**config.mk**
```make
export PLATFORM = sky130hd
export DESIGN_NAME = ddr2_local_arbiter
export DESIGN_NICKNAME = d
export VERILOG_FILES = /design/src/rtl/ddr2_local_arbiter.sv
export SDC_FILE = /design/constraint.sdc
export NUM_CORES = 1
export LEC_CHECK = 0
export ABC_CLOCK_PERIOD_IN_PS = 7750
export CELL_PAD_IN_SITES_DETAIL_PLACEMENT = 1
export CELL_PAD_IN_SITES_GLOBAL_PLACEMENT = 2
export CORE_AREA = 2 2 337 339
export CTS_CLUSTER_DIAMETER = 80
export DETAILED_ROUTE_END_ITERATION = 8
export DIE_AREA = 0 0 339 341
export MAX_ROUTING_LAYER = met4
export PLACE_DENSITY = 0.56
export RECOVER_POWER = 25
export REMOVE_ABC_BUFFERS = 1
export SYNTH_ARGS = -nofsm -noshare
export SYNTH_HDL_FRONTEND = slang
export SYNTH_SLANG_ARGS = --single-unit
```
**constraint.sdc**
```tcl
create_clock -name clk -period 7.75 [get_ports clk]
set_input_delay 1.9375 -clock clk [delete_from_list [all_inputs] [get_ports clk]]
set_output_delay 1.9375 -clock clk [all_outputs]
set_load 0.05 [all_outputs]
```
**src/rtl/ddr2_local_arbiter.sv**
```systemverilog
// Two-port round-robin arbiter in front of a DDR2 controller local interface.
// Read tags are queued so that returning read data is routed to the port that issued it.
module ddr2_local_arbiter #(
  parameter int ADDR_WIDTH = 26,
  parameter int DATA_WIDTH = 128,
  parameter int TAG_DEPTH  = 8
) (
  input  logic                  clk,
  input  logic                  rst,
  input  logic                  local_init_done,
  input  logic                  local_ready,
  output logic [ADDR_WIDTH-1:0] local_address,
  output logic                  local_burstbegin,
  output logic                  local_read_req,
  output logic                  local_write_req,
  output logic [DATA_WIDTH-1:0] local_wdata,
  input  logic [DATA_WIDTH-1:0] local_rdata,
  input  logic                  local_rdata_valid,
  input  logic [ADDR_WIDTH-1:0] m0_address,
  input  logic                  m0_read_req,
  input  logic                  m0_write_req,
  input  logic [DATA_WIDTH-1:0] m0_wdata,
  output logic                  m0_ready,
  output logic [DATA_WIDTH-1:0] m0_rdata,
  output logic                  m0_rdata_valid,
  input  logic [ADDR_WIDTH-1:0] m1_address,
  input  logic                  m1_read_req,
  input  logic                  m1_write_req,
  input  logic [DATA_WIDTH-1:0] m1_wdata,
  output logic                  m1_ready,
  output logic [DATA_WIDTH-1:0] m1_rdata,
  output logic                  m1_rdata_valid,
  output logic                  err
);

  localparam int PW = $clog2(TAG_DEPTH);

  typedef enum logic [1:0] {INIT, IDLE, BUSY} state_t;

  state_t        state, state_nxt;
  logic          owner, owner_nxt;
  logic          prio, prio_nxt;
  logic          first;
  logic          err_nxt;
  logic [PW-1:0] wr_ptr, rd_ptr;
  logic [PW:0]   count;
  logic          tag_mem [TAG_DEPTH];

  logic full, empty, head;
  logic elig0, elig1, own_rd, own_wr, busy;
  logic accept, drop, push, pop;

  always_comb begin
    full    = (count == (PW+1)'(TAG_DEPTH));
    empty   = (count == '0);
    head    = tag_mem[rd_ptr];
    busy    = (state == BUSY);
    own_wr  = owner ? m1_write_req : m0_write_req;
    own_rd  = owner ? m1_read_req  : m0_read_req;
    elig0   = m0_write_req | (m0_read_req & ~full);
    elig1   = m1_write_req | (m1_read_req & ~full);

    // write wins when the owner asserts both request types
    local_write_req  = busy & own_wr;
    local_read_req   = busy & own_rd & ~own_wr;
    local_burstbegin = busy & first;
    local_address    = owner ? m1_address : m0_address;
    local_wdata      = owner ? m1_wdata   : m0_wdata;

    accept = busy & local_ready & (local_read_req | local_write_req);
    drop   = busy & ~own_wr & ~own_rd;
    push   = accept & local_read_req;
    pop    = local_rdata_valid & ~empty;

    m0_ready       = accept & ~owner;
    m1_ready       = accept & owner;
    m0_rdata       = local_rdata;
    m1_rdata       = local_rdata;
    m0_rdata_valid = pop & ~head;
    m1_rdata_valid = pop & head;
  end

  always_comb begin
    state_nxt = state;
    owner_nxt = owner;
    prio_nxt  = prio;
    err_nxt   = err | (local_rdata_valid & empty);
    case (state)
      INIT: if (local_init_done) state_nxt = IDLE;
      IDLE: begin
        if (elig0 | elig1) begin
          owner_nxt = prio ? elig1 : ~elig0;
          state_nxt = BUSY;
        end
      end
      BUSY: begin
        if (accept) begin
          prio_nxt  = ~owner;
          state_nxt = IDLE;
        end else if (drop) begin
          err_nxt   = 1'b1;
          state_nxt = IDLE;
        end
      end
      default: state_nxt = INIT;
    endcase
  end

  always_ff @(posedge clk or posedge rst) begin
    if (rst) begin
      state  <= INIT;
      owner  <= 1'b0;
      prio   <= 1'b0;
      first  <= 1'b0;
      err    <= 1'b0;
      wr_ptr <= '0;
      rd_ptr <= '0;
      count  <= '0;
    end else begin
      state  <= state_nxt;
      owner  <= owner_nxt;
      prio   <= prio_nxt;
      first  <= (state_nxt == BUSY) && (state != BUSY);
      err    <= err_nxt;
      if (push) wr_ptr <= wr_ptr + 1'b1;
      if (pop)  rd_ptr <= rd_ptr + 1'b1;
      case ({push, pop})
        2'b10:   count <= count + 1'b1;
        2'b01:   count <= count - 1'b1;
        default: count <= count;
      endcase
    end
  end

  // tag storage needs no reset: occupancy is tracked by count alone
  always_ff @(posedge clk) begin
    if (push) tag_mem[wr_ptr] <= owner;
  end

endmodule

```
==> flow_summary.json <==
{
  "synth_top_family_by_area": "buffers and inverters",
  "drive_above_1_share_pct": 21.6,
  "drtIter0Drc": 245,
  "ys.flop_type": "dfrtp_1",
  "tritoncts": "yes",
  "critPathKind": "reg -> out",
  "synth_compound_area_share_pct": 3.90,
  "clock.fmax_mhz": 154,
  "synthSimpleGateAreaFrac_pct": 5.52,
  "holdBufCountCts": 0,
  "synthXorXnorAreaFrac_pct": 1.02,
  "tightest_slew_ps": 3050,
  "yosys.cell_count.top_type": "buf_4",
  "drc_errors": 0,
  "wl_per_cell_um": 41.1,
  "gp_congestion": 0.811,
  "finalCritPeriodShare_pct": 83.5,
  "status": "finished with violations",
  "synth_area_leaders": "buf_4 (37%), mux2_2 (34%), dfrtp_1 (7.7%)",
  "synth_sequential_area_ratio_pct": 12.4,
  "synth_area_leader_cell": "buf_4",
  "grtUsageTotal_pct": 16.2,
  "routed_wl_um": 94500,
  "cp_max_fo": 70,
  "period_needed_ps": 6470,
  "final_core_util_pct": 8.92,
  "die_h_um": 341,
  "synth_mux_area_share_pct": 35.4,
  "fp.dieW_um": 339,
  "setup_viol": 0,
  "num_io_pins": 863,
  "ir_drop_uv": 176,
  "synth.avg_cell_area_um2": 9.20,
  "p_int_uw": 1270,
  "relSlewSlack_pct": -103,
  "power.leakage_uw": 0.00307,
  "async_reset_ff_share_pct": 66.7,
  "yosys.area.top_type_share_pct": 37.2,
  "core_mm2": 0.112,
  "vias": 5654,
  "synth_edf_count": 8,
  "synth-seq-cells": 24,
  "grt_pass1_vias": 5812,
  "path_clk_slew_ps": 60,
  "rsz0062_at_grt": "no",
  "n_fill_cell": 13293,
  "grt_overflow": 0,
  "switching_share_pct": 56.9,
  "synth_commonest_cells": "buf_4 (256), mux2_2 (156), dfrtp_1 (16), buf_2 (15)",
  "grt_pass1_wl_um": 109000,
  "clock_latency_ps": 260,
  "seqCellArea_um2": 641,
  "rows": 123,
  "critPathLaunchType": "register",
  "fin_nets": 1220,
  "hold_path_class": "reg -> reg",
  "worstPathArrival_ps": 4540,
  "dpl.hpwl_um": 83800,
  "synthCells": 562,
  "via_per_inst": 2.46,
  "grt_max_degree": 102,
  "cts_buffers": 3,
  "power_frac_comb_pct": 84.4,
  "fin_skew_ps": 3.12,
  "worst_slack_ps": 1280,
  "fin_setup_tns_ps": 0,
  "clk_path_buf_depth": 2,
  "seqPwrFrac_pct": 10.5,
  "cts_resized": 0,
  "numPortBuffers": 478,
  "p_total_uw": 2940,
  "yosysUniqueCellTypes": 47,
  "htreeDepth": 1,
  "start_util_pct": 4.62,
  "first_pass_iters": 4,
  "final_hold_viol_count": 0,
  "violations": "capacitance limit, slew limit",
  "cts_root_buffer": "clkbuf_16",
  "end_kind": "primary output",
  "yosysWarnings": 0,
  "yosys.area_share.adder_pct": 1.60,
  "clkPwrFrac_pct": 5.1,
  "cap_violations": 1,
  "multiInputGateArea_mm2": 0.00242,
  "syn2layout_area_growth_pct": 93.0,
  "cts.sinks": 24,
  "p_switching_uw": 1670,
  "design.die.area_mm2": 0.116,
  "power_density_mw_per_mm2": 295,
  "slew_violations": 70,
  "post_cts_buffers": 0,
  "antenna_found_initial": 77,
  "syn_area_mm2": 0.00517,
  "preCtsSetupSlack_ps": 1510,
  "cp.required_ps": 5810,
  "drt.antenna.violating_nets": 0
}
cell families after synthesis:
logic type | after synthesis
buffers and inverters | 290
multiplexers | 161
AND/OR/NAND/NOR | 49
AO/OA/AOI/OAI | 26
flip-flops | 24
XOR/XNOR | 6
adder cells (fa/ha/maj) | 6
worst max-delay path: stages (launching register included):
cell             delay [ps]
dfrtp_1                2400
nand3b_1                550
a21oi_1                 430
clkdlybuf4s50_1         870
power groups by stage:
stage          sequential [uW]  combinational (uW)  clock, uW
6_report                   310                2480        150
5_1_grt                    328                2600        157
4_1_cts                    322                2500        154
3_5_place_dp               326                2480          0
3_3_place_gp               318                2470          0
2_1_floorplan              341                1550          0
worst paths after layout:
check                       from             end  slack [ps]  depth (start not counted)
setup / recovery           owner  local_read_req        1280                          3
hold / removal               err             err         500                          2
setup reg to reg           owner        count[3]        2380                          8
hold reg to reg              err             err         500                          2
max in group asynchronous    rst        state[0]        4990                          2
min in group asynchronous    rst       wr_ptr[0]        2310                          2
through the flow:
stage               cell area (um2)  std cells  hold WS (ps)
floorplan                      3140        285           466
global placement               9830       2264           485
detailed placement             9830       2264           490
CTS                            9930       2268           505
global route                   9960       2295           523
finish                         9980       2300           495
cell usage in the layout (no fill, tap or decap), types with 4 or more instances in the layout:
cell type and instances:
clkdlybuf4s50_1 474, mux2_2 156, diode_2 32, dfrtp_1 16
inv_1 12, nor2_1 12, nand2_1 8, edfxtp_1 8
a21oi_1 7, nor3_1 6, nand3b_1 5, ha_1 5
xnor2_1 4, nand2b_1 4, o21ai_0 4, dlygate4sd3_1 4
layout make-up:
class / count / share of cell area, %
repair buffers: 479 / 48.2
multi-input cells: 248 / 24.3
inverters: 13 / 0.489
well taps: 1500 / 18.8
diodes: 32 / 0.803
clock inverters: 1 / 0.301
flip-flops and latches: 24 / 6.42
clock buffers: 3 / 0.752
per-layer routing:
layer | up-vias | wire length (um) | share of wire [%] | track usage (%)
met2 | 913 | 30600 | 32 | 18.3
met3 | 70 | 20900 | 22 | 17.9
met1 | 2557 | 42400 | 45 | 19.3
met4 | 0 | 553 | 0.59 | 0.546
met5 | - | 0 | 0 | -
li1 | 2114 | - | - | -
flip-flops by register name (all words and copies together) (netlist names):
name / flops
rd_ptr: 3
err: 1
tag_mem: 8
owner: 1
wr_ptr: 3
count: 4
first: 1
prio: 1
state: 2
No activity file was read; power rests on OpenSTA's default activity.
